==> src/rtl/bcd_stopwatch_ctrl_if.sv <==
// bcd_stopwatch_ctrl_if: command/display bundle between the button logic and the stopwatch controller
//   start_stop, reset_cnt, lap : level command inputs, rising-edge detected by the controller
//   q                          : live BCD count, digit 0 in q[3:0]
//   disp                       : frozen lap value or live count, for the display driver
//   run, ovf, tick, lap_active : status flags
//   master modport = button side, slave modport = controller side
interface bcd_stopwatch_ctrl_if #(parameter int DIGITS = 4);
    logic                  start_stop;
    logic                  reset_cnt;
    logic                  lap;
    logic [4*DIGITS-1:0]   q;
    logic [4*DIGITS-1:0]   disp;
    logic                  run;
    logic                  ovf;
    logic                  tick;
    logic                  lap_active;
    modport master(output start_stop, reset_cnt, lap, input q, disp, run, ovf, tick, lap_active);
    modport slave(input start_stop, reset_cnt, lap, output q, disp, run, ovf, tick, lap_active);
endinterface

==> src/rtl/bcd_stopwatch_ctrl.sv <==
// bcd_stopwatch_ctrl: stopwatch FSM driving a synchronous chain of BCD decade counters
//   CLK : system clock, rising edge
//   CLR : synchronous active-high reset
//   bus : bcd_stopwatch_ctrl_if.slave (commands in; q, disp, run, ovf, tick, lap_active out)
// Optional lap freeze is built only when BCD_STOPWATCH_LAP_EN is defined; otherwise
// lap is ignored, lap_active is 0 and disp mirrors q with no storage.
module bcd_stopwatch_ctrl #(
    parameter int DIGITS      = 4,
    parameter int PRESCALE    = 10,
    parameter bit STOP_AT_MAX = 1'b0
) (
    input logic CLK,
    input logic CLR,
    bcd_stopwatch_ctrl_if.slave bus
);
    typedef enum logic [1:0] {IDLE, RUN, PAUSE, HALT} state_t;
    localparam int PW = $clog2(PRESCALE);
    localparam logic [PW-1:0] PMAX = PW'(PRESCALE - 1);
    state_t                 state;
    logic [PW-1:0]          psc;
    logic [DIGITS-1:0][3:0] d;
    logic [DIGITS-1:0]      en;
    logic [DIGITS-1:0]      nine;
    logic                   ovf, ss_q, rc_q, ss_e, rc_e, tick, all9, hold;
    // Carry chain: digit i is enabled by the tick only when every lower digit sits at 9.
    always_comb begin
        logic c;
        ss_e = bus.start_stop & ~ss_q;
        rc_e = bus.reset_cnt & ~rc_q;
        tick = state == RUN && psc == PMAX;
        c = tick;
        for (int i = 0; i < DIGITS; i++) begin
            nine[i] = d[i] == 4'd9;
            en[i]   = c;
            c       = c & nine[i];
        end
        all9 = &nine;
        hold = tick && all9 && STOP_AT_MAX;
    end
    always_ff @(posedge CLK) begin
        if (CLR) begin
            state <= IDLE;
            psc   <= '0;
            d     <= '0;
            ovf   <= 1'b0;
            ss_q  <= 1'b1;
            rc_q  <= 1'b1;
        end else begin
            ss_q <= bus.start_stop;
            rc_q <= bus.reset_cnt;
            if (rc_e) begin
                state <= IDLE;
                psc   <= '0;
                d     <= '0;
                ovf   <= 1'b0;
            end else begin
                if (state == RUN)
                    psc <= psc == PMAX ? '0 : psc + 1'b1;
                // Out-of-range digits (10..15) fall back to 0 on their next enable.
                for (int i = 0; i < DIGITS; i++)
                    if (en[i] && !hold)
                        d[i] <= d[i] >= 4'd9 ? 4'd0 : d[i] + 4'd1;
                if (tick && all9)
                    ovf <= 1'b1;
                // Freezing at max wins over a same-cycle pause request.
                if (hold)
                    state <= HALT;
                else if (ss_e) begin
                    state <= state == RUN ? PAUSE : state == HALT ? HALT : RUN;
                    if (state == IDLE)
                        psc <= '0;
                end
            end
        end
    end
    assign bus.q    = d;
    assign bus.run  = state == RUN;
    assign bus.ovf  = ovf;
    assign bus.tick = tick;
`ifdef BCD_STOPWATCH_LAP_EN
    logic                lap_q, lap_active, lap_e;
    logic [4*DIGITS-1:0] disp_r;
    assign lap_e = bus.lap & ~lap_q;
    always_ff @(posedge CLK) begin
        if (CLR) begin
            lap_q      <= 1'b1;
            lap_active <= 1'b0;
            disp_r     <= '0;
        end else begin
            lap_q <= bus.lap;
            if (rc_e)
                lap_active <= 1'b0;
            else if (lap_e && (state == RUN || state == PAUSE)) begin
                lap_active <= ~lap_active;
                if (!lap_active)
                    disp_r <= d;
            end
        end
    end
    assign bus.disp       = lap_active ? disp_r : d;
    assign bus.lap_active = lap_active;
`else
    logic unused_lap;
    assign unused_lap     = bus.lap;
    assign bus.disp       = d;
    assign bus.lap_active = 1'b0;
`endif
endmodule

==> src/flat_wrapper.sv <==
// flat-port wrapper written by rule: the top's interface ports become plain ports
module bcd_stopwatch_ctrl_flat 
#(
    parameter int DIGITS      = 4,
    parameter int PRESCALE    = 10,
    parameter bit STOP_AT_MAX = 1'b0
)
  (CLK, CLR, bus_start_stop, bus_reset_cnt, bus_lap, bus_q, bus_disp, bus_run, bus_ovf, bus_tick, bus_lap_active);
  bcd_stopwatch_ctrl_if #(.DIGITS(DIGITS)) bus_i ();
  input logic CLK;
  input logic CLR;
  input wire logic [$bits(bus_i.start_stop)-1:0] bus_start_stop;
  input wire logic [$bits(bus_i.reset_cnt)-1:0] bus_reset_cnt;
  input wire logic [$bits(bus_i.lap)-1:0] bus_lap;
  output wire logic [$bits(bus_i.q)-1:0] bus_q;
  output wire logic [$bits(bus_i.disp)-1:0] bus_disp;
  output wire logic [$bits(bus_i.run)-1:0] bus_run;
  output wire logic [$bits(bus_i.ovf)-1:0] bus_ovf;
  output wire logic [$bits(bus_i.tick)-1:0] bus_tick;
  output wire logic [$bits(bus_i.lap_active)-1:0] bus_lap_active;
  assign bus_i.start_stop = bus_start_stop;
  assign bus_i.reset_cnt = bus_reset_cnt;
  assign bus_i.lap = bus_lap;
  assign bus_q = bus_i.q;
  assign bus_disp = bus_i.disp;
  assign bus_run = bus_i.run;
  assign bus_ovf = bus_i.ovf;
  assign bus_tick = bus_i.tick;
  assign bus_lap_active = bus_i.lap_active;
  bcd_stopwatch_ctrl #(.DIGITS(DIGITS), .PRESCALE(PRESCALE), .STOP_AT_MAX(STOP_AT_MAX)) u_core (.CLK(CLK), .CLR(CLR), .bus(bus_i));
endmodule
==> config.mk <==
export PLATFORM = sky130hd
export DESIGN_NAME = bcd_stopwatch_ctrl_flat
export DESIGN_NICKNAME = d
export VERILOG_FILES = /design/src/rtl/bcd_stopwatch_ctrl_if.sv /design/src/rtl/bcd_stopwatch_ctrl.sv /design/src/flat_wrapper.sv
export SDC_FILE = /design/constraint.sdc
export NUM_CORES = 1
export LEC_CHECK = 0
export ABC_AREA = 0
export CORE_MARGIN = 2
export CORE_UTILIZATION = 40
export DETAILED_ROUTE_END_ITERATION = 10
export PLACE_DENSITY = 0.66
export SYNTH_ARGS = -nofsm -noshare
export SYNTH_HDL_FRONTEND = slang
export SYNTH_SLANG_ARGS = --single-unit
==> constraint.sdc <==
create_clock -name CLK -period 2.8 [get_ports CLK]
set_input_delay 0.28 -clock CLK [delete_from_list [all_inputs] [get_ports CLK]]
set_output_delay 0.28 -clock CLK [all_outputs]
set_load 0.05 [all_outputs]
Yosys cells after proc, flatten, opt, wreduce, memory -nomap -nowiden
Index checks and enable logic that the tools add are counted.
Storage, ports and cells
  register bits after elaboration: 25
  input port bits: 5
  output and inout bits: 36
  logic and storage cells: 47
Cells by class
  $add $sub $neg: 5
  magnitude comparators: 4
  equality and inequality tests: 7
  multiplexer cells: 10
  bitwise logic cells: 7
  reductions and logical operators: 5
Operators with widths (count)
  $mux 4: 8
  $add 4x1->4 const B: 5
  $eq 4x4->1 const B: 5
  $ge 4x4->1 const B: 4
  $and 1x1->1: 5
  $mux 2: 2
  $reduce_and 4->1: 1
  $eq 2x1->1 const B: 1
  $eq 2x2->1 const B: 1
  $logic_and 1x1->1: 2
  $logic_not 2->1: 1
  $not 1->1: 2
  $reduce_or 2->1: 1

Depth between registers and ports, before layout
  word-level depth: 5
  depth in mapped cells: 7
  depth with buffers taken out: 6

Worst setup path after synthesis
OpenSTA, ideal clock, no wires.
  path kind: register -> register
  from: register u_core.d, in the netlist u_core.bus.disp[4]
  to: register u_core.d, in the netlist u_core.bus.disp[15]
  arrival time: 2.259 ns
  setup slack: 0.471 ns
  cell stages (with the launch flop): 7
  buffers on the path: 1
  cells stage by stage: dfxtp_1 -> ha_1 -> nand3b_1 -> or4_1 -> buf_2 -> or4_1 -> a21oi_1
On the way
  cells in the longest elaborated chain, start to end: 3
RTL lines
  start, declared: RTL line bcd_stopwatch_ctrl.sv:21  | logic [DIGITS-1:0][3:0] d;
  start signal, assigned by index: RTL line bcd_stopwatch_ctrl.sv:62  | d[i] <= d[i] >= 4'd9 ? 4'd0 : d[i] + 4'd1;
  $eq 4x4->1: RTL line bcd_stopwatch_ctrl.sv:33  | nine[i] = d[i] == 4'd9;
  $and 1x1->1 (2 in series): RTL line bcd_stopwatch_ctrl.sv:35  | c = c & nine[i];
No other way between the ends.
A chain may end at the register's enable or synchronous reset.

Worst setup path after layout
  from: register u_core.psc[1]
  to: output bus_tick
On the way
  cells in the longest elaborated chain, start to end: 2
RTL lines
  start, declared: RTL line bcd_stopwatch_ctrl.sv:20  | logic [PW-1:0] psc;
  start signal, assigned: RTL line bcd_stopwatch_ctrl.sv:58  | psc <= psc == PMAX ? '0 : psc + 1'b1;
  $eq 4x4->1: RTL line bcd_stopwatch_ctrl.sv:30  | tick = state == RUN && psc == PMAX;
  $logic_and 1x1->1: RTL line bcd_stopwatch_ctrl.sv:30
  end, declared: RTL line flat_wrapper.sv:19  | output wire logic [$bits(bus_i.tick)-1:0] bus_tick;
No other way between the ends.

==> qor.txt <==
status = finished clean
Synth warnings = 0
syn_nets = 187
maximum clock insertion buffer count = 2
CORE AREA = 3390 µm²
Syn-to-layout area delta = 23.9%
most common cell in the netlist = dfxtp_1
CTS resizes = 0
# diodes = 0
Max IR drop VDD = 0.193 mV
CP required = 2520 ps
initial antenna violation count = 0
top-level port count = 41
R2R Setup Slk = 610 ps
CTS HTree Levels = 1
leak pwr = 0.000668 µW
crit-path cells = or3b_1, nor2_1, clkdlybuf4s50_1
MaxCap Viol Count = 0
number of enable flip-flop cells after synthesis = 0
drt total wl = 2940 µm
die width = 63.8 µm
sw frac = 0.239
clock root cell = clkbuf_4
vias in the first global route = 1,132
layout cells sized above 1 = 0.0615
Synth Cell Area = 1430 µm²
PortBufs = 38
clk_lat worst skew = 330 ps
most common library cells after synthesis = dfxtp_1 (25), nor2_1 (18), buf_4 (17), inv_1 (14)
fillers = 305
Finished Core Util = 0.524
die span in y = 63.8 µm
Final period util = 0.881
Synth Flop Type = dfxtp_1
post-DP HPWL = 2270 µm
largest net degree at the start of global routing = 15
TritonCTS buffer count = 3
clk_skew = 13.0 ps
combinational share of power = 0.053
Final ANT Viol Nets = 0
setup ws final = 333 ps
hold crit path type = register to register
CP max FO = 7
Starting Density = 0.423
Tightest Pin Transition = 508 ps
routed vias/inst = 5.10
Final Net Count = 213
cell taking the most area after synthesis = dfxtp_1
final slew viol count = 0
pre-CTS setup slack = 642 ps
postcts setup bufs = 0
synthesized instance count = 170
Row Count = 21
Worst slew margin = 0.660
detailed-route via count = 1,230
Overflow after GRT = 0
Max Fclk = 405 MHz
critical path type = register to primary output
max incr delay on CP = 840 ps
first-pass GRT wire length = 5000 µm
crit start category = register
async set or reset register ratio after synthesis = 0
Slowest cell on crit path = clkdlybuf4s50_1
# DRC = 0
sequential share of power = 0.648
Worst-path clk slew = 130 ps
1st-pass router iterations = 4
Routed WL per cell = 12.2 µm
post-cts hold buffer count = 0
Mean Syn Cell Area = 8.43 µm²
Internal = 424 µW
DIE AREA = 4080 µm²
CTS tree = built
Cell Pwr Density = 314 nW/µm²
#FFs+latches synth = 25
endpoint class of the critical path = primary output
Starting DRT DRC Count = 106
Tot GR Track Use = 0.151
Net Sw Power = 133 µW
# setup viols final = 0
top cell type's share of synthesized area = 0.349
sequential element share of the synthesized area = 0.349
RSZ-0062 raised after global routing = no
CP arrival = 2190 ps
clock power share = 0.298
final hold violation count = 0
Clock Sinks = 25
Fin Setup TNS = 0 ps
ranking of synthesized cells by area = dfxtp_1 (35%), ha_1 (10%), buf_4 (8.9%)
Netlist cell types = 33
min Tclk post-route = 2470 ps
routability cong. = 0.810
kinds of logic after synthesis:
group                    after synthesis  share of synthesized area
adder cells (fa/ha/maj)               12                      0.105
flip-flops                            25                      0.349
buffers and inverters                 33                      0.133
other                                  1                    0.00262
XOR/XNOR                               8                     0.0489
AND/OR/NAND/NOR                       59                      0.228
AO/OA/AOI/OAI                         32                      0.134
sequential cells by signal, summed over array words and instances (netlist names):
register         count
u_core.bus.disp     16
u_core.bus.ovf       1
u_core.psc           4
u_core.rc_q          1
u_core.ss_q          1
u_core.state         2
cells in the final DEF (no fill, tap or decap), types with 4 or more instances in the layout:
master,instances
a21oi_1,12
clkdlybuf4s50_1,38
dfxtp_1,25
ha_1,12
inv_1,14
nand2_1,7
nand3_1,4
nand3b_1,4
nand4_1,4
nor2_1,18
nor4_1,4
o21ai_0,9
xnor2_1,5
power by group through the flow:
stage	Sequential, µW	Combinational, µW	Clock [µW]
floorplan	368	20.4	0
global placement	369	29.1	0
detailed placement	369	29.9	0
CTS	361	30.0	172
global route	362	32.5	191
finish	361	29.6	166
layer usage:
layer  share of wire  vias up  track usage
li1                -      619            -
met1            0.46      572        0.167
met2            0.49       33        0.284
met3           0.036        6       0.0229
met4           0.015        0       0.0598
met5               0        -            0
through the flow:
stage	cells	instance area (µm²)	hold slack, ps	power, µW
2_1_floorplan	170	1430	384	389
3_3_place_gp	237	1750	454	398
3_5_place_dp	237	1750	458	399
4_1_cts	241	1780	490	564
5_1_grt	241	1780	524	585
6_report	241	1780	485	557
area by class of cell:
class / instances / area [µm²] / area share
clock buffer: 3 / 22.5 / 0.0127
multi-input combinational: 112 / 742 / 0.418
tap: 46 / 57.6 / 0.0324
inverter: 14 / 52.6 / 0.0296
timing repair buffer: 40 / 395 / 0.223
clock inverter: 1 / 5.00 / 0.00282
sequential: 25 / 500 / 0.282
critical path, delay by kind of cell (launching register included):
| kind | cells | cell delay (ps) |
|---|---|---|
| buffers and inverters | 1 | 840 |
| and+or+nand+nor | 2 | 650 |
| DFF | 1 | 380 |
final timing paths:
path	startpoint	endpoint	depth (start not counted)
min reg2reg	u_core.bus.ovf$_SDFFE_PP0P_	u_core.bus.ovf$_SDFFE_PP0P_	1
max	u_core.psc[1]$_SDFF_PP0_	bus_tick	3
min	u_core.bus.ovf$_SDFFE_PP0P_	u_core.bus.ovf$_SDFFE_PP0P_	1
max reg2reg	u_core.psc[1]$_SDFF_PP0_	u_core.bus.disp[15]$_SDFFE_PP0P_	4
(Power assumes the default switching activity.)
